<file path="config.mk">
export PLATFORM = sky130hd
export DESIGN_NAME = msgdma_desc_arbiter
export DESIGN_NICKNAME = d
export VERILOG_FILES = /design/src/rtl/msgdma_desc_pkg.sv /design/src/rtl/desc_id_fifo.sv /design/src/rtl/msgdma_desc_arbiter.sv
export SDC_FILE = /design/constraint.sdc
export NUM_CORES = 1
export LEC_CHECK = 0
export ABC_CLOCK_PERIOD_IN_PS = 2550
export CAP_MARGIN = 25
export CORE_MARGIN = 2
export CORE_UTILIZATION = 42
export CTS_CLUSTER_SIZE = 8
export DETAILED_ROUTE_END_ITERATION = 10
export GPL_TIMING_DRIVEN = 0
export PLACE_DENSITY_LB_ADDON = 0.12
export SLEW_MARGIN = 5
export SYNTH_ARGS = -nofsm -noshare
export SYNTH_HDL_FRONTEND = slang
export SYNTH_SLANG_ARGS = --single-unit
</file>
<file path="constraint.sdc">
create_clock -name clk -period 2.55 [get_ports clk]
set_input_delay 0.51 -clock clk [delete_from_list [all_inputs] [get_ports clk]]
set_output_delay 0.51 -clock clk [all_outputs]
set_load 0.01 [all_outputs]
</file>
<file path="src/rtl/msgdma_desc_pkg.sv">
`default_nettype none
// ============================================================================
//  Module   : msgdma_desc_pkg
//  Purpose  : Shared states and descriptor-word constants for the mSGDMA
//             descriptor arbiter.
//  Revision : 1.0  initial release
// ============================================================================
package msgdma_desc_pkg;

   typedef enum logic [2:0] {
      ST_IDLE     = 3'd0,
      ST_WR_RADDR = 3'd1,
      ST_WR_WADDR = 3'd2,
      ST_WR_LEN   = 3'd3,
      ST_WR_CTRL  = 3'd4
   } state_t;

   localparam logic [1:0] c_WORD_RADDR = 2'd0;
   localparam logic [1:0] c_WORD_WADDR = 2'd1;
   localparam logic [1:0] c_WORD_LEN   = 2'd2;
   localparam logic [1:0] c_WORD_CTRL  = 2'd3;

   localparam int c_GO_BIT  = 31;
   localparam int c_SOP_BIT = 8;
   localparam int c_EOP_BIT = 9;

   localparam logic [31:0] c_CTRL_WORD = (32'd1 << c_GO_BIT)
                                       | (32'd1 << c_SOP_BIT)
                                       | (32'd1 << c_EOP_BIT);

endpackage
`default_nettype wire

</file>
<file path="src/rtl/desc_id_fifo.sv">
`default_nettype none
// ============================================================================
//  Module   : desc_id_fifo
//  Purpose  : In-flight requester-ID FIFO, 1-bit wide, simultaneous push/pop.
//  Revision : 1.0  initial release
// ============================================================================
module desc_id_fifo #(
   parameter int DEPTH = 8
) (
   input  logic                     clk,
   input  logic                     rst_n,
   input  logic                     i_push,
   input  logic                     i_push_data,
   input  logic                     i_pop,
   output logic                     o_head,
   output logic [$clog2(DEPTH):0]   o_count
);

   localparam int PTR_W = $clog2(DEPTH);
   localparam logic [PTR_W:0]   c_FULL = (PTR_W + 1)'(DEPTH);
   localparam logic [PTR_W-1:0] c_ONE  = PTR_W'(1);

   logic [DEPTH-1:0] r_mem;
   logic [PTR_W-1:0] r_wr_ptr;
   logic [PTR_W-1:0] r_rd_ptr;
   logic [PTR_W:0]   r_count;
   logic             w_do_pop;
   logic             w_do_push;

   // A push into a full FIFO is accepted only when a pop frees the slot this cycle.
   assign w_do_pop  = i_pop && (r_count != '0);
   assign w_do_push = i_push && ((r_count != c_FULL) || w_do_pop);

   always_ff @(posedge clk or negedge rst_n) begin
      if (!rst_n) begin
         r_mem    <= '0;
         r_wr_ptr <= '0;
         r_rd_ptr <= '0;
         r_count  <= '0;
      end else begin
         if (w_do_push) begin
            r_mem[r_wr_ptr] <= i_push_data;
            r_wr_ptr        <= r_wr_ptr + c_ONE;
         end
         if (w_do_pop) begin
            r_rd_ptr <= r_rd_ptr + c_ONE;
         end
         case ({w_do_push, w_do_pop})
            2'b10:   r_count <= r_count + 1'b1;
            2'b01:   r_count <= r_count - 1'b1;
            default: r_count <= r_count;
         endcase
      end
   end

   assign o_head  = r_mem[r_rd_ptr];
   assign o_count = r_count;

endmodule
`default_nettype wire

</file>
<file path="src/rtl/msgdma_desc_arbiter.sv">
`default_nettype none
// ============================================================================
//  Module   : msgdma_desc_arbiter
//  Purpose  : Round-robin arbiter for two requesters that writes 4-word
//             descriptors to an mSGDMA dispatcher and tracks completions.
//  Revision : 1.0  initial release
// ============================================================================
module msgdma_desc_arbiter
   import msgdma_desc_pkg::*;
#(
   parameter int MAX_OUT = 8,
   parameter int ADDR_W  = 32
) (
   input  logic                      clk,
   input  logic                      reset_n,
   input  logic [1:0]                req_valid,
   output logic [1:0]                req_ready,
   input  logic [2*ADDR_W-1:0]       req_addr,
   input  logic [63:0]               req_len,
   output logic [1:0]                avm_address,
   output logic                      avm_write,
   output logic [31:0]               avm_writedata,
   input  logic                      avm_waitrequest,
   input  logic                      st_valid,
   input  logic                      st_ready,
   input  logic                      st_eop,
   output logic [1:0]                done,
   output logic [$clog2(MAX_OUT):0]  outstanding,
   output logic                      err_orphan_eop
);

   localparam int CNT_W = $clog2(MAX_OUT) + 1;
   localparam logic [CNT_W-1:0] c_MAX_CNT = CNT_W'(MAX_OUT);

   state_t            r_state;
   logic              r_avm_write;
   logic [1:0]        r_avm_addr;
   logic [31:0]       r_avm_data;
   logic [31:0]       r_len;
   logic              r_id;
   logic              r_prio;
   logic [1:0]        r_done;
   logic              r_orphan;

   logic              w_eop;
   logic              w_pop;
   logic              w_push;
   logic              w_grant;
   logic              w_winner;
   logic              w_head;
   logic [ADDR_W-1:0] w_sel_addr;
   logic [31:0]       w_sel_len;
   logic [CNT_W-1:0]  w_count;

   assign w_eop  = st_valid && st_ready && st_eop;
   assign w_pop  = w_eop && (w_count != '0);
   assign w_push = (r_state == ST_WR_CTRL) && !avm_waitrequest;

   // A pop in the grant cycle frees a slot, so a full arbiter can grant immediately.
   assign w_grant    = reset_n && (r_state == ST_IDLE) && (req_valid != 2'b00)
                       && ((w_count < c_MAX_CNT) || w_pop);
   assign w_winner   = (req_valid == 2'b11) ? r_prio : req_valid[1];
   assign w_sel_addr = w_winner ? req_addr[2*ADDR_W-1:ADDR_W] : req_addr[ADDR_W-1:0];
   assign w_sel_len  = w_winner ? req_len[63:32] : req_len[31:0];
   assign req_ready  = w_grant ? (w_winner ? 2'b10 : 2'b01) : 2'b00;

   always_ff @(posedge clk or negedge reset_n) begin
      if (!reset_n) begin
         r_state     <= ST_IDLE;
         r_avm_write <= 1'b0;
         r_avm_addr  <= c_WORD_RADDR;
         r_avm_data  <= 32'd0;
         r_len       <= 32'd0;
         r_id        <= 1'b0;
         r_prio      <= 1'b0;
      end else begin
         case (r_state)
            ST_IDLE: begin
               if (w_grant) begin
                  r_state     <= ST_WR_RADDR;
                  r_avm_write <= 1'b1;
                  r_avm_addr  <= c_WORD_RADDR;
                  r_avm_data  <= 32'(w_sel_addr);
                  r_len       <= w_sel_len;
                  r_id        <= w_winner;
                  r_prio      <= ~w_winner;
               end
            end
            ST_WR_RADDR: begin
               if (!avm_waitrequest) begin
                  r_state    <= ST_WR_WADDR;
                  r_avm_addr <= c_WORD_WADDR;
                  r_avm_data <= 32'd0;
               end
            end
            ST_WR_WADDR: begin
               if (!avm_waitrequest) begin
                  r_state    <= ST_WR_LEN;
                  r_avm_addr <= c_WORD_LEN;
                  r_avm_data <= r_len;
               end
            end
            ST_WR_LEN: begin
               if (!avm_waitrequest) begin
                  r_state    <= ST_WR_CTRL;
                  r_avm_addr <= c_WORD_CTRL;
                  r_avm_data <= c_CTRL_WORD;
               end
            end
            ST_WR_CTRL: begin
               if (!avm_waitrequest) begin
                  r_state     <= ST_IDLE;
                  r_avm_write <= 1'b0;
                  r_avm_addr  <= c_WORD_RADDR;
                  r_avm_data  <= 32'd0;
               end
            end
            default: begin
               r_state     <= ST_IDLE;
               r_avm_write <= 1'b0;
            end
         endcase
      end
   end

   always_ff @(posedge clk or negedge reset_n) begin
      if (!reset_n) begin
         r_done   <= 2'b00;
         r_orphan <= 1'b0;
      end else begin
         r_done <= w_pop ? (w_head ? 2'b10 : 2'b01) : 2'b00;
         if (w_eop && (w_count == '0)) begin
            r_orphan <= 1'b1;
         end
      end
   end

   desc_id_fifo #(
      .DEPTH (MAX_OUT)
   ) u_id_fifo (
      .clk         (clk),
      .rst_n       (reset_n),
      .i_push      (w_push),
      .i_push_data (r_id),
      .i_pop       (w_pop),
      .o_head      (w_head),
      .o_count     (w_count)
   );

   assign avm_write      = r_avm_write;
   assign avm_address    = r_avm_addr;
   assign avm_writedata  = r_avm_data;
   assign done           = r_done;
   assign outstanding    = w_count;
   assign err_orphan_eop = r_orphan;

endmodule
`default_nettype wire

</file>
* Yosys cells after proc, flatten, opt, wreduce, memory -nomap -nowiden *
Cells that the tools add are included.
W data, S select, Z words.

word-level totals
  bits in registers = 93
  latch bits = 0
  RAM bits = 0
  bits in read-only memories = 0
  input port bits = 136
  output and inout bits = 44
  logic and storage cells = 98
  memories = 0

operators by class
  $add $sub $neg = 4
  multipliers = 0
  divide/modulo/power cells = 0
  order comparisons = 4
  equality and inequality tests = 14
  shift-type cells = 0
  multiplexer cells = 33
  bitwise operators = 2
  reductions and logical operators = 28

operators by type and width
  operator               count
  $mux W32               6
  $pmux W32 S4           1
  $mux W2                9
  $mux W3                5
  $pmux W3 S5            1
  $ne A2 B2 Y1 const B   6
  $logic_and A1 B1 Y1    11
  $pmux W2 S5            1
  $reduce_and A5 Y1      2
  $bwmux W8              1
  $lt A3 B4 Y1 const B   2
  $pmux W4 S2            1
  $reduce_bool A4 Y1     2
  $add A3 B1 Y3 const B  2
  $eq A3 B2 Y1 const B   2
  $reduce_and A6 Y1      1
  $mux W1                5
  $reduce_bool A5 Y1     1
  $add A4 B1 Y4 const B  1
  $eq A2 B2 Y1 const B   2
  $logic_not A4 Y1       1
  $lt A4 B4 Y1 const B   1
  $ne A4 B4 Y1 const B   1
  $reduce_bool A2 Y1     2
  16 further kinds       18

* Depth between registers and ports, before layout *
Gate-level depths: netlist (run 1).

  word-level depth = 8
  mapped depth = 11
  gate-level depth less buffers = 10

* Hierarchy *
From an unflattened synthesis (run 1), not the netlist that was laid out.

second synthesis, totals
  cells, all modules = 540
  area, all modules = 5131.2 µm²

by module, submodules not included
  module               instances  cells an instance  area each (µm²)  seq. area each (µm²)
  msgdma_desc_arbiter  1          453                4052.6           1876.8
  desc_id_fifo         1          87                 1078.5           450.4

* Worst setup path after synthesis (run 1) *
No wires, ideal clock.

  path type = reg-to-reg
  start point = register r_state[1]
  end point = register u_id_fifo.r_count[2] (netlist: u_id_fifo.o_count[2])
  library setup time = 131 ps
  arrival time = 2454 ps
  data required time = 2419 ps
  path slack = -35 ps
  stages on the path, launching flop included = 12
  buffers on the path = 1
  clock period less this slack = 2585 ps
  cells stage by stage = dfrtp_1 buf_2 or3_1 a31oi_1 nand2_1 ha_1 xor2_1 ha_1 a21oi_1 xor2_1 nor2_1 xor2_1

on the way
  longest elaborated chain between the ends = 5
  elaborated cells between the ends (all ways) = 7
  those cells by class = eq/ne: 3; mux: 1; reduce/logical: 3

RTL lines
  item                                               line                       text
  start: declaration                                 msgdma_desc_arbiter.sv:35  state_t r_state;
  start signal: assignment                           msgdma_desc_arbiter.sv:69  r_state <= ST_IDLE;
  start signal: assignment                           msgdma_desc_arbiter.sv:80  r_state <= ST_WR_RADDR;
  start signal: assignment                           msgdma_desc_arbiter.sv:91  r_state <= ST_WR_WADDR;
  $eq A3 B3 Y1 *                                     msgdma_desc_arbiter.sv:57  assign w_push = (r_state == ST_WR_CTRL) && !avm_waitrequest;
  $logic_and A1 B1 Y1 *                              msgdma_desc_arbiter.sv:57
  $logic_and A1 B1 Y1 *                              desc_id_fifo.sv:32         assign w_do_push = i_push && ((r_count != c_FULL) || w_do_pop);
  $eq A2 B1 Y1 or $eq A2 B2 Y1 (tied branches)       desc_id_fifo.sv:48         case ({w_do_push, w_do_pop})
  $pmux W4 S2 or $reduce_bool A2 Y1 (tied branches)  --
  end signal: assignment                             desc_id_fifo.sv:49         2'b10: r_count <= r_count + 1'b1;
  end signal: assignment                             desc_id_fifo.sv:50         2'b01: r_count <= r_count - 1'b1;
  end signal: assignment                             desc_id_fifo.sv:51         default: r_count <= r_count;
  end: declaration                                   desc_id_fifo.sv:26         logic [PTR_W:0] r_count;

Every way passes the cells marked *; elsewhere a longest branch is shown, timed or not.
A chain may end at the register's enable or synchronous reset.

* Final worst setup path (run 1) *
  start point = input st_valid
  end point = output req_ready[0]

on the way
  longest elaborated chain between the ends = 6

RTL lines
  item                              line                       text
  start: declaration                msgdma_desc_arbiter.sv:24  input logic st_valid,
  $logic_and A1 B1 Y1 (2 in a row)  msgdma_desc_arbiter.sv:55  assign w_eop = st_valid && st_ready && st_eop;
  $logic_and A1 B1 Y1               msgdma_desc_arbiter.sv:56  assign w_pop = w_eop && (w_count != '0);
  $logic_or A1 B1 Y1                msgdma_desc_arbiter.sv:61  && ((w_count < c_MAX_CNT) || w_pop);
  $logic_and A1 B1 Y1               msgdma_desc_arbiter.sv:61
  $mux W2                           msgdma_desc_arbiter.sv:65  assign req_ready = w_grant ? (w_winner ? 2'b10 : 2'b01) : 2'b00;
  end: declaration                  msgdma_desc_arbiter.sv:17  output logic [1:0] req_ready,

No other way between the ends.

==> flow_metrics.py, run 1 <==
metrics = {
    "clock_tree": {
        "root_buffer": "clkbuf_16",
        "htreeDepth": 3,
        "cts_buffers": 9,
        "insertion_delay_ps": 340,
        "cts_buffer_depth": 2,
        "cts_num_sinks": 93,
        "cts_hold_buffers": 0,
        "clk_pin_slew_ps": 60,
        "tritoncts": "built",
    },
    "setup_path": {
        "crit_required_ps": 2040,
        "start_kind": "input port",
        "cp_slowest_cell": "clkdlybuf4s50_1",
        "worstSetupPathType": "in2out",
        "crit_fanout": 7,
        "worstPathCellList": "clkdlybuf4s50_1 -> nand3_4 -> a211oi_4 -> buf_6 -> nor2b_1 -> buf_2",
        "end_kind": "primary output",
        "slowest_delay_ps": 530,
        "cp.arrival_ps": 1980,
    },
    "global_routing": {
        "overflow": 0,
        "track_usage_pct": 23.40,
        "antenna_found_initial": 0,
        "grt_start_max_net_pins": 53,
        "grt_pass1_vias": 4870,
        "grt_pass1_wl_um": 24210,
    },
    "routing": {
        "avgViaCountPerCell": 5.361,
        "drc": 0,
        "drt_pass1_iterations": 6,
        "ant_nets": 0,
        "drt-total-wl_um": 15670,
        "drt_iter0_drc": 251,
        "vias": 4846,
        "wl_per_cell_um": 17.33,
    },
    "die": {
        "num_rows": 41,
        "die_height_um": 116.5,
        "io_pins": 180,
        "die_w_um": 116.5,
        "start_util_pct": 42.65,
        "fp.coreArea_um2": 12470,
        "die_area_um2": 13570,
    },
    "worst_hold_path": {
        "hp-class": "in2async",
    },
    "layout": {
        "fin_area_um2": 7757,
        "fillerInstances": 1113,
        "nets": 868,
        "final_core_util_pct": 62.23,
        "antennaDiodeCount": 0,
        "multi_input_area_um2": 2754,
        "syn_to_final_growth_pct": 45.92,
        "drive_above_1_share_pct": 9.016,
        "regArea_um2": 2327,
    },
    "placed_design": {
        "routabilityCongestion": 0.8326,
        "dp_hpwl_um": 11730,
        "port_buffers": 179,
        "dpl_cell_area_um2": 7355,
    },
    "sta": {
        "slew_headroom_pct": 54.05,
        "max_freq_mhz": 401.4,
        "period_share_pct": 97.69,
        "tightest_slew_ps": 684.0,
        "min_period_ps": 2491,
        "skew_ps": 7.199,
        "maxSlewViolCount": 0,
        "hold_viol": 0,
        "setup_viol_count_final": 0,
    },
    "synthesis": {
        "netlist_instances": 533,
        "syn_area_per_cell_um2": 9.974,
        "yosysSeqAreaShare_pct": 43.78,
        "synthTopCellsByArea": "dfrtp_1, mux2i_1, a32o_1",
        "synth_flop_cell": "dfrtp_1",
        "yosysWarnings": 0,
        "yosys.area.top_type": "dfrtp_1",
        "syn_nets": 674,
        "async_flop_share_pct": 100.0,
        "synth_edf_count": 0,
        "yosysUniqueCellTypes": 40,
        "ys_seq_elements": 93,
        "synth_top_cell_area_share_pct": 43.78,
        "synth_area_um2": 5316,
    },
    "job": {
        "cap_violations": 0,
    },
    "pwr": {
        "peakVddDrop_v": 0.0004085,
        "powerDensity_nw_per_um2": 976.1,
        "total_leakage_power_nw": 3.230,
    },
    "run_status": {
        "status": "completed",
    },
}
## what timing repair did
item | 4_1_cts | 5_1_grt
endpoints found under the setup margin | 5 | 4
pin swaps | 1 | 2
resized for setup | 23 | 12
cloned | 0 | 0
buffers inserted | 3 | 2
## metrics by stage
stage               setup slack, ps  instances  TNS (ps)  hold WS [ps]  power, W
finish                        58.92        904         0         88.45  0.007572
CTS                           20.84        903         0         93.43  0.007572
global route                 -3.792        904    -4.333         111.4  0.008106
global placement              -4815        884   -523480         448.2  0.006103
detailed placement           -830.5        885     -8519         456.7  0.006213
floorplan                     40.90        533         0         214.4  0.004806
## cell families (layout without fill, tap and decap cells)
kind of cell	count (synthesis)	in the layout	synth area share, %
buffers and inverters	77	276	6.260
AND/OR/NAND/NOR	125	125	12.00
flip-flops	93	93	43.77
AO/OA/AOI/OAI	143	143	19.30
multiplexers	80	80	15.84
XOR/XNOR	10	10	1.647
adder cells (fa/ha/maj)	5	5	1.177
## per-layer routing
metal / wire (um) / up-vias / global-route usage (%)
met3: 883 / 23 / 3.684
li1: - / 2303 / -
met4: 357 / 0 / 9.921
met2: 7899 / 169 / 38.64
met1: 6523 / 2351 / 30.72
met5: 0 / - / 0
## synth_stat cells, types with 6 or more instances
| library cell | n |
|---|---|
| a32o_1 | 30 |
| nor3_1 | 7 |
| nor2b_1 | 6 |
| and2_1 | 33 |
| mux2_2 | 13 |
| xnor2_1 | 6 |
| a21oi_1 | 33 |
| buf_2 | 14 |
| inv_1 | 34 |
| clkbuf_1 | 24 |
| mux2i_1 | 65 |
| nand4_1 | 6 |
| dfrtp_1 | 93 |
| nand2_1 | 8 |
| a21boi_0 | 32 |
| o22ai_1 | 35 |
| nor2_1 | 48 |
## flip-flops by register name (all words and copies together) (netlist names)
signal	cells
avm_address	2
avm_write	1
avm_writedata	32
done	2
err_orphan_eop	1
r_id	1
r_len	32
r_prio	1
r_state	3
u_id_fifo.o_count	4
u_id_fifo.r_mem	8
u_id_fifo.r_rd_ptr	3
u_id_fifo.r_wr_ptr	3
## cell type report
| class | instances | share of cell area [%] |
|---|---|---|
| buffer | 41 | 2.694 |
| clock buffer | 15 | 3.452 |
| clock inverter | 1 | 0.06452 |
| inverter | 34 | 1.645 |
| multi-input combinational | 363 | 35.50 |
| sequential | 93 | 30.00 |
| tap | 172 | 2.774 |
| timing repair buffer | 185 | 23.87 |
## power by group
| group | switching (W) | total, W | internal [W] |
|---|---|---|---|
| clock network | 0.000549 | 0.00126 | 0.000715 |
| registers | 0.000507 | 0.00258 | 0.00208 |
| logic | 0.00183 | 0.00372 | 0.00189 |
| total | 0.00289 | 0.00757 | 0.00468 |
## critical path, delay by kind of cell
| family | cells | cell delay, ps |
|---|---|---|
| buf+inv | 3 | 840 |
| simple gates | 2 | 280 |
| compound gates | 1 | 340 |
## final timing paths
check / depth (start not counted) / slack, ps / startpoint / endpoint
setup / recovery: 6 / 60 / st_valid / req_ready[0]
hold / removal: 1 / 90 / reset_n / done[0]
setup reg to reg: 11 / 110 / r_state[1] / u_id_fifo.o_count[2]
hold reg to reg: 1 / 460 / err_orphan_eop / err_orphan_eop
max in group asynchronous: 2 / 1860 / reset_n / avm_writedata[11]
min in group clk: 1 / 460 / err_orphan_eop / err_orphan_eop
## cell usage in the layout (no fill, tap or decap), types with 2 or more instances in the layout
| master | instances |
|---|---|
| clkbuf_8 | 2 |
| mux2_2 | 13 |
| o21ai_0 | 4 |
| clkbuf_1 | 27 |
| xnor2_1 | 6 |
| a32o_1 | 30 |
| a211oi_1 | 2 |
| buf_2 | 12 |
| nor3_1 | 7 |
| and2_1 | 33 |
| nor2_1 | 47 |
| o22ai_1 | 35 |
| nand4b_1 | 2 |
| inv_1 | 34 |
| mux2i_1 | 65 |
| dfrtp_1 | 93 |
| clkbuf_16 | 9 |
| nand2_1 | 7 |
| buf_6 | 6 |
| a21boi_0 | 32 |
| mux4_2 | 2 |
| nand3_1 | 3 |
| nand4_1 | 6 |
| a21oi_1 | 32 |
| xor2_1 | 4 |
| nand2b_1 | 2 |
| nor2b_1 | 6 |
| ha_1 | 3 |
| clkdlybuf4s50_1 | 174 |
| buf_4 | 7 |
Note: power is estimated with default switching activity, not from simulation.
==> run 2, diff against run 1 <==
Settings changed: CELL_PAD_IN_SITES_DETAIL_PLACEMENT from default to 0, CELL_PAD_IN_SITES_GLOBAL_PLACEMENT from default to 2, CORE_UTILIZATION 42 to 25, CTS_BUF_LIST from default to sky130_fd_sc_hd__clkbuf_8, RECOVER_POWER from default to 50.
==> run 2 against run 1 <==
Compared with the run above:
- the run now ends with max-capacitance violations, max-slew violations left
- critical path depth unchanged
- critical path type is now reg2out
- clock skew grew 3.8 ps
- sequential share of layout area fell by 0.32 points
- utilization shrank 25 points
- largest power group unchanged
- die area grew 65%
- cell area rose by 1.1%
==> flow_metrics.py, run 2 (synthesis gave the netlist of run 1 again) <==
metrics = {
    "run_status": {
        "status": "finished with violations",
        "violations": "max-capacitance violations, max-slew violations",
    },
    "layout": {
        "final_cell_count_no_fill": 1014,
        "regArea_um2": 2328,
        "drive_above_1_share_pct": 10.30,
        "final_common_cell": "clkdlybuf4s50_1",
        "fillerInstances": 2193,
        "multi_input_area_um2": 2735,
        "final_cell_mix": "clkdlybuf4s50_1, dfrtp_1, mux2i_1",
        "nets": 874,
        "syn_to_final_growth_pct": 47.56,
    },
    "sta": {
        "hold_viol": 0,
        "setup_tns_ps": 0,
        "min_period_ps": 2473,
        "maxSlewViolCount": 67,
        "holdWs_ps": 46.36,
        "setup_viol_count_final": 0,
        "period_share_pct": 96.98,
        "slew_headroom_pct": -18.86,
        "skew_ps": 10.97,
        "max_freq_mhz": 404.4,
        "tightest_slew_ps": 1783,
    },
    "placed_design": {
        "port_buffers": 179,
        "dp_hpwl_um": 13820,
        "routabilityCongestion": 0.7435,
        "dp_cells": 988,
    },
    "die": {
        "die_height_um": 149.8,
        "num_rows": 53,
        "die_w_um": 149.8,
        "die_area_um2": 22450,
        "io_pins": 180,
        "fp.coreArea_um2": 20960,
        "start_util_pct": 25.37,
    },
    "routing": {
        "drt_pass1_iterations": 4,
        "drt-total-wl_um": 18640,
        "wl_per_cell_um": 18.38,
        "drt_iter0_drc": 259,
        "avgViaCountPerCell": 4.746,
        "vias": 4812,
        "drc": 0,
        "ant_nets": 0,
    },
    "clock_tree": {
        "cts_num_sinks": 93,
        "cts_buffer_depth": 2,
        "insertion_delay_ps": 390,
        "cts_buffers": 9,
        "clk_pin_slew_ps": 110,
        "tritoncts": "built",
        "htreeDepth": 3,
        "root_buffer": "clkbuf_8",
    },
    "setup_path": {
        "cp.arrival_ps": 1960,
        "crit_fanout": 2,
        "end_kind": "primary output",
        "worstPathCellList": "or3_4 -> a211oi_4 -> buf_6 -> buf_6 -> and2_4 -> buf_6",
        "cp_common_cell": "buf_6",
        "cp_slowest_cell": "or3_4",
        "worstSetupPathType": "reg2out",
        "crit_required_ps": 2040,
        "slowest_delay_ps": 400,
        "start_kind": "register",
    },
    "global_routing": {
        "antenna_found_initial": 1,
        "grt_pass1_wl_um": 27990,
        "grt_pass1_vias": 4799,
        "track_usage_pct": 16.60,
        "grt_start_max_net_pins": 38,
        "overflow": 0,
    },
    "pwr": {
        "total_leakage_power_nw": 3.238,
        "power.share.sequential_pct": 34.7,
        "peakVddDrop_v": 0.0003020,
        "powerDensity_nw_per_um2": 943.8,
        "p_switching_w": 0.003041,
        "p_sw_share_pct": 41.07,
        "comb_power_share_pct": 51.7,
        "p_int_w": 0.004364,
        "p_clk_share_pct": 13.6,
    },
    "worst_hold_path": {
        "hp-class": "in2async",
    },
    "job": {
        "cap_violations": 2,
    },
}
==> run 2: changes by cell type in the layout (fill, tap and decap cells not counted), sizes merged, moves of 3 or more <==
cell / delta
clkbuf: -4
inv: +4
dlygate4sd3: +8
dlygate4sd2: +4
buf: +3
clkdlybuf4s50: -11
==> run 2: routing by layer <==
metal | GRT usage (%) | up-vias | wire length, um
met1 | 22.27 | 2343 | 8353
li1 | - | 2323 | -
met4 | 4.387 | 0 | 203
met2 | 26.89 | 133 | 8998
met3 | 3.872 | 13 | 1083
met5 | 0 | - | 0
==> run 2: cell type report <==
| cell class | count | area share (%) |
|---|---|---|
| antenna | 1 | 0.03190 |
| buffer | 40 | 2.679 |
| clock buffer | 9 | 1.579 |
| clock inverter | 7 | 0.8293 |
| inverter | 34 | 1.627 |
| multi-input combinational | 363 | 34.86 |
| sequential | 93 | 29.68 |
| tap | 275 | 4.386 |
| timing repair buffer | 192 | 24.32 |
==> run 2: path summary, 6_finish.rpt <==
kind | from | endpoint | slack [ps] | cells after the start
max in group asynchronous | reset_n | r_state[2] | 510 | 2
min | reset_n | r_len[0] | 50 | 2
min reg2reg | err_orphan_eop | err_orphan_eop | 480 | 1
min in group clk | err_orphan_eop | err_orphan_eop | 480 | 1
max | r_state[1] | req_ready[1] | 80 | 6
max reg2reg | r_state[1] | u_id_fifo.o_count[3] | 100 | 9
==> run 2: power by group through the flow <==
stage	Combinational, W	Sequential, W	Clock (W)
after detailed placement	0.00378	0.00256	0
after floorplan	0.00225	0.00256	0
after CTS	0.00386	0.00257	0.00106
after global routing	0.00420	0.00266	0.00112
after global placement	0.00373	0.00255	0
final	0.00383	0.00257	0.00101
==> run 2: through the flow <==
stage	utilization, %	total power, W	setup slack, ps	area, um^2
3_3_place_gp	35.59	0.006274	-5667	7458
4_1_cts	37.46	0.007495	11.84	7850
3_5_place_dp	35.71	0.006339	-1287	7483
5_1_grt	37.43	0.007976	-28.61	7843
2_1_floorplan	-	0.004806	40.90	5323
6_report	37.44	0.007404	77.14	7845
==> run 2: timing repair <==
item / in CTS / in global routing
pin swaps: 2 / 2
endpoints found under the hold margin: 37 / 0
gates cloned: 1 / 0
resized for setup: 35 / 11
setup buffers: 7 / 3
hold buffers: 1 / 0
setup endpoints to repair: 56 / 24
==> run 2: worst max-delay path: cells and delay by family (launching register included) <==
kind / cells / cell delay (ps)
buffers and inverters: 3 / 350
AOI/OAI and AO/OA: 1 / 290
and+or+nand+nor: 2 / 530
DFF: 1 / 390
==> run 3, diff against run 2 <==
Settings changed: ABC_CLOCK_PERIOD_IN_PS 2550 to 2740, CORE_UTILIZATION 25 to 28.
Clock period 2.55 ns to 2.74 ns, I/O delays scaled along.
==> run 3 against run 2 <==
Compared with the run above:
- the flow finishes with violations (max-capacitance violations)
- sequential share of layout area grew 0.63 points
- sequential cell count is the same
- count of clock-buffer cells in the layout grew 1
- power shrank 9.2%
- die area shrank 10%
- via count grew 0.33%
- clock power shrank 16%
- critical path depth is the same
- global-route usage grew 1.3 points
- critical endpoint unchanged
- largest cell class unchanged
- highest routed layer unchanged
==> flow_metrics.py, run 3 (synthesis gave the netlist of run 1 again) <==
metrics = {
    "routing": {
        "drt_iter0_drc": 218,
        "vias": 4828,
        "drt_pass1_iterations": 4,
        "ant_nets": 0,
        "avgViaCountPerCell": 4.998,
        "drc": 0,
        "wl_per_cell_um": 18.54,
        "drt-total-wl_um": 17910,
    },
    "pwr": {
        "total_leakage_power_nw": 3.199,
        "finalPower_w": 0.006723,
        "peakVddDrop_v": 0.0002592,
        "powerDensity_nw_per_um2": 875.1,
    },
    "setup_path": {
        "start_kind": "input port",
        "cp_slowest_cell": "clkdlybuf4s50_1",
        "crit_fanout": 6,
        "end_kind": "primary output",
        "critical_path.top_delay_family": "buffers and inverters",
        "worstSetupPathType": "in2out",
        "worstPathCellList": "clkdlybuf4s50_1 -> nand3_4 -> a211oi_4 -> buf_6 -> and2_4 -> clkdlybuf4s15_2",
        "reg2reg_depth": 11,
        "slowest_delay_ps": 520,
        "worst-path-buf-inv": 3,
        "cp.arrival_ps": 2100,
        "cp.depth": 6,
        "crit_required_ps": 2190,
    },
    "placed_design": {
        "routabilityCongestion": 0.8010,
        "dp_cells": 947,
        "dpl_cell_area_um2": 7426,
        "dp_hpwl_um": 13500,
        "pre_cts_slack_ps": -845.9,
        "port_buffers": 179,
    },
    "clock_tree": {
        "cts_num_sinks": 93,
        "cts_buffers": 9,
        "htreeDepth": 3,
        "insertion_delay_ps": 380,
        "cts_hold_buffers": 0,
        "tritoncts": "built",
        "root_buffer": "clkbuf_8",
        "cts_buffer_depth": 2,
        "clk_pin_slew_ps": 90,
    },
    "layout": {
        "final_common_cell": "clkdlybuf4s50_1",
        "fillerInstances": 1858,
        "final_cell_mix": "clkdlybuf4s50_1, dfrtp_1, mux2i_1",
        "final_cell_count_no_fill": 966,
        "nets": 869,
        "syn_to_final_growth_pct": 44.50,
        "drive_above_1_share_pct": 9.153,
        "antennaDiodeCount": 0,
        "fin_area_um2": 7682,
    },
    "sta": {
        "setup_tns_ps": 0,
        "min_period_ps": 2651,
        "max_freq_mhz": 377.1,
        "hold_viol": 0,
        "period_share_pct": 96.77,
        "setup_viol_count_final": 0,
        "fin_ws_ps": 88.50,
        "grt_setup_unrepaired": "false",
        "skew_ps": 8.062,
        "maxSlewViolCount": 0,
        "slew_headroom_pct": 0.2763,
        "tightest_slew_ps": 1496,
    },
    "global_routing": {
        "track_usage_pct": 17.92,
        "antenna_found_initial": 0,
        "overflow": 0,
        "grt_start_max_net_pins": 58,
        "grt_pass1_wl_um": 27610,
        "grt_pass1_vias": 5076,
    },
    "die": {
        "die_area_um2": 20110,
        "io_pins": 180,
        "fp.coreArea_um2": 18640,
        "num_rows": 50,
        "die_w_um": 141.8,
        "start_util_pct": 28.52,
        "die_height_um": 141.8,
    },
    "worst_hold_path": {
        "hp-class": "in2async",
    },
    "run_status": {
        "status": "finished with violations",
        "violations": "max-capacitance violations",
    },
    "job": {
        "cap_violations": 1,
    },
}
## run 3: area by class of cell
| class | instances | area [um^2] | share of cell area (%) |
|---|---|---|---|
| plain buffers | 40 | 201.4 | 2.622 |
| well taps | 234 | 292.8 | 3.811 |
| clock inverters | 5 | 28.78 | 0.3746 |
| repair buffers | 187 | 1849 | 24.07 |
| inverters | 34 | 127.6 | 1.661 |
| clock buffers | 10 | 137.6 | 1.792 |
| flip-flops and latches | 93 | 2328 | 30.31 |
| multi-input cells | 363 | 2716 | 35.36 |
## run 3: what timing repair did
action / 4_1_cts / 5_1_grt
buffers inserted: 3 / 4
gates resized for setup: 22 / 8
pin swaps: 1 / 2
endpoints found under the hold margin: 0 / 0
endpoints found under the setup margin: 5 / 4
## run 3: metrics by stage
step                      utilization [%]  hold slack, ps
after global routing                41.21           64.24
after detailed placement            39.83           474.2
after floorplan                         -           252.4
after CTS                           41.10           60.95
after global placement              39.70           447.4
final                               41.21           64.27
## run 3: power breakdown
group	switching [W]	total, W	internal (W)	leakage, nW
Combinational	0.00172	0.00346	0.00173	1.98
Clock	0.000503	0.000847	0.000344	0.0853
Sequential	0.000490	0.00242	0.00193	1.14
## run 3: final timing paths
check | start | end | slack (ps)
max in group asynchronous | reset_n | avm_writedata[17] | 910
worst min-delay path | reset_n | err_orphan_eop | 60
min in group clk | err_orphan_eop | err_orphan_eop | 490
worst max register to register | r_state[1] | u_id_fifo.o_count[2] | 170
worst max-delay path | st_eop | req_ready[1] | 90
worst min register to register | err_orphan_eop | err_orphan_eop | 490
## run 3: worst reg2reg max path: cells and delay by family (launching register included)
family | cells | cell delay (ps)
AOI/OAI and AO/OA | 2 | 340
xor gates and xnor gates | 3 | 470
adders and majority gates | 2 | 460
buffers and inverters | 1 | 180
DFF | 1 | 380
and+or+nand+nor | 3 | 620
## run 3: metal layers
| metal | GRT usage, % | wire (um) | vias to the layer above |
|---|---|---|---|
| li1 | - | - | 2308 |
| met1 | 22.81 | 7599 | 2348 |
| met2 | 30.79 | 9092 | 161 |
| met3 | 4.522 | 1060 | 11 |
| met4 | 3.947 | 156 | 0 |
| met5 | 0 | 0 | - |
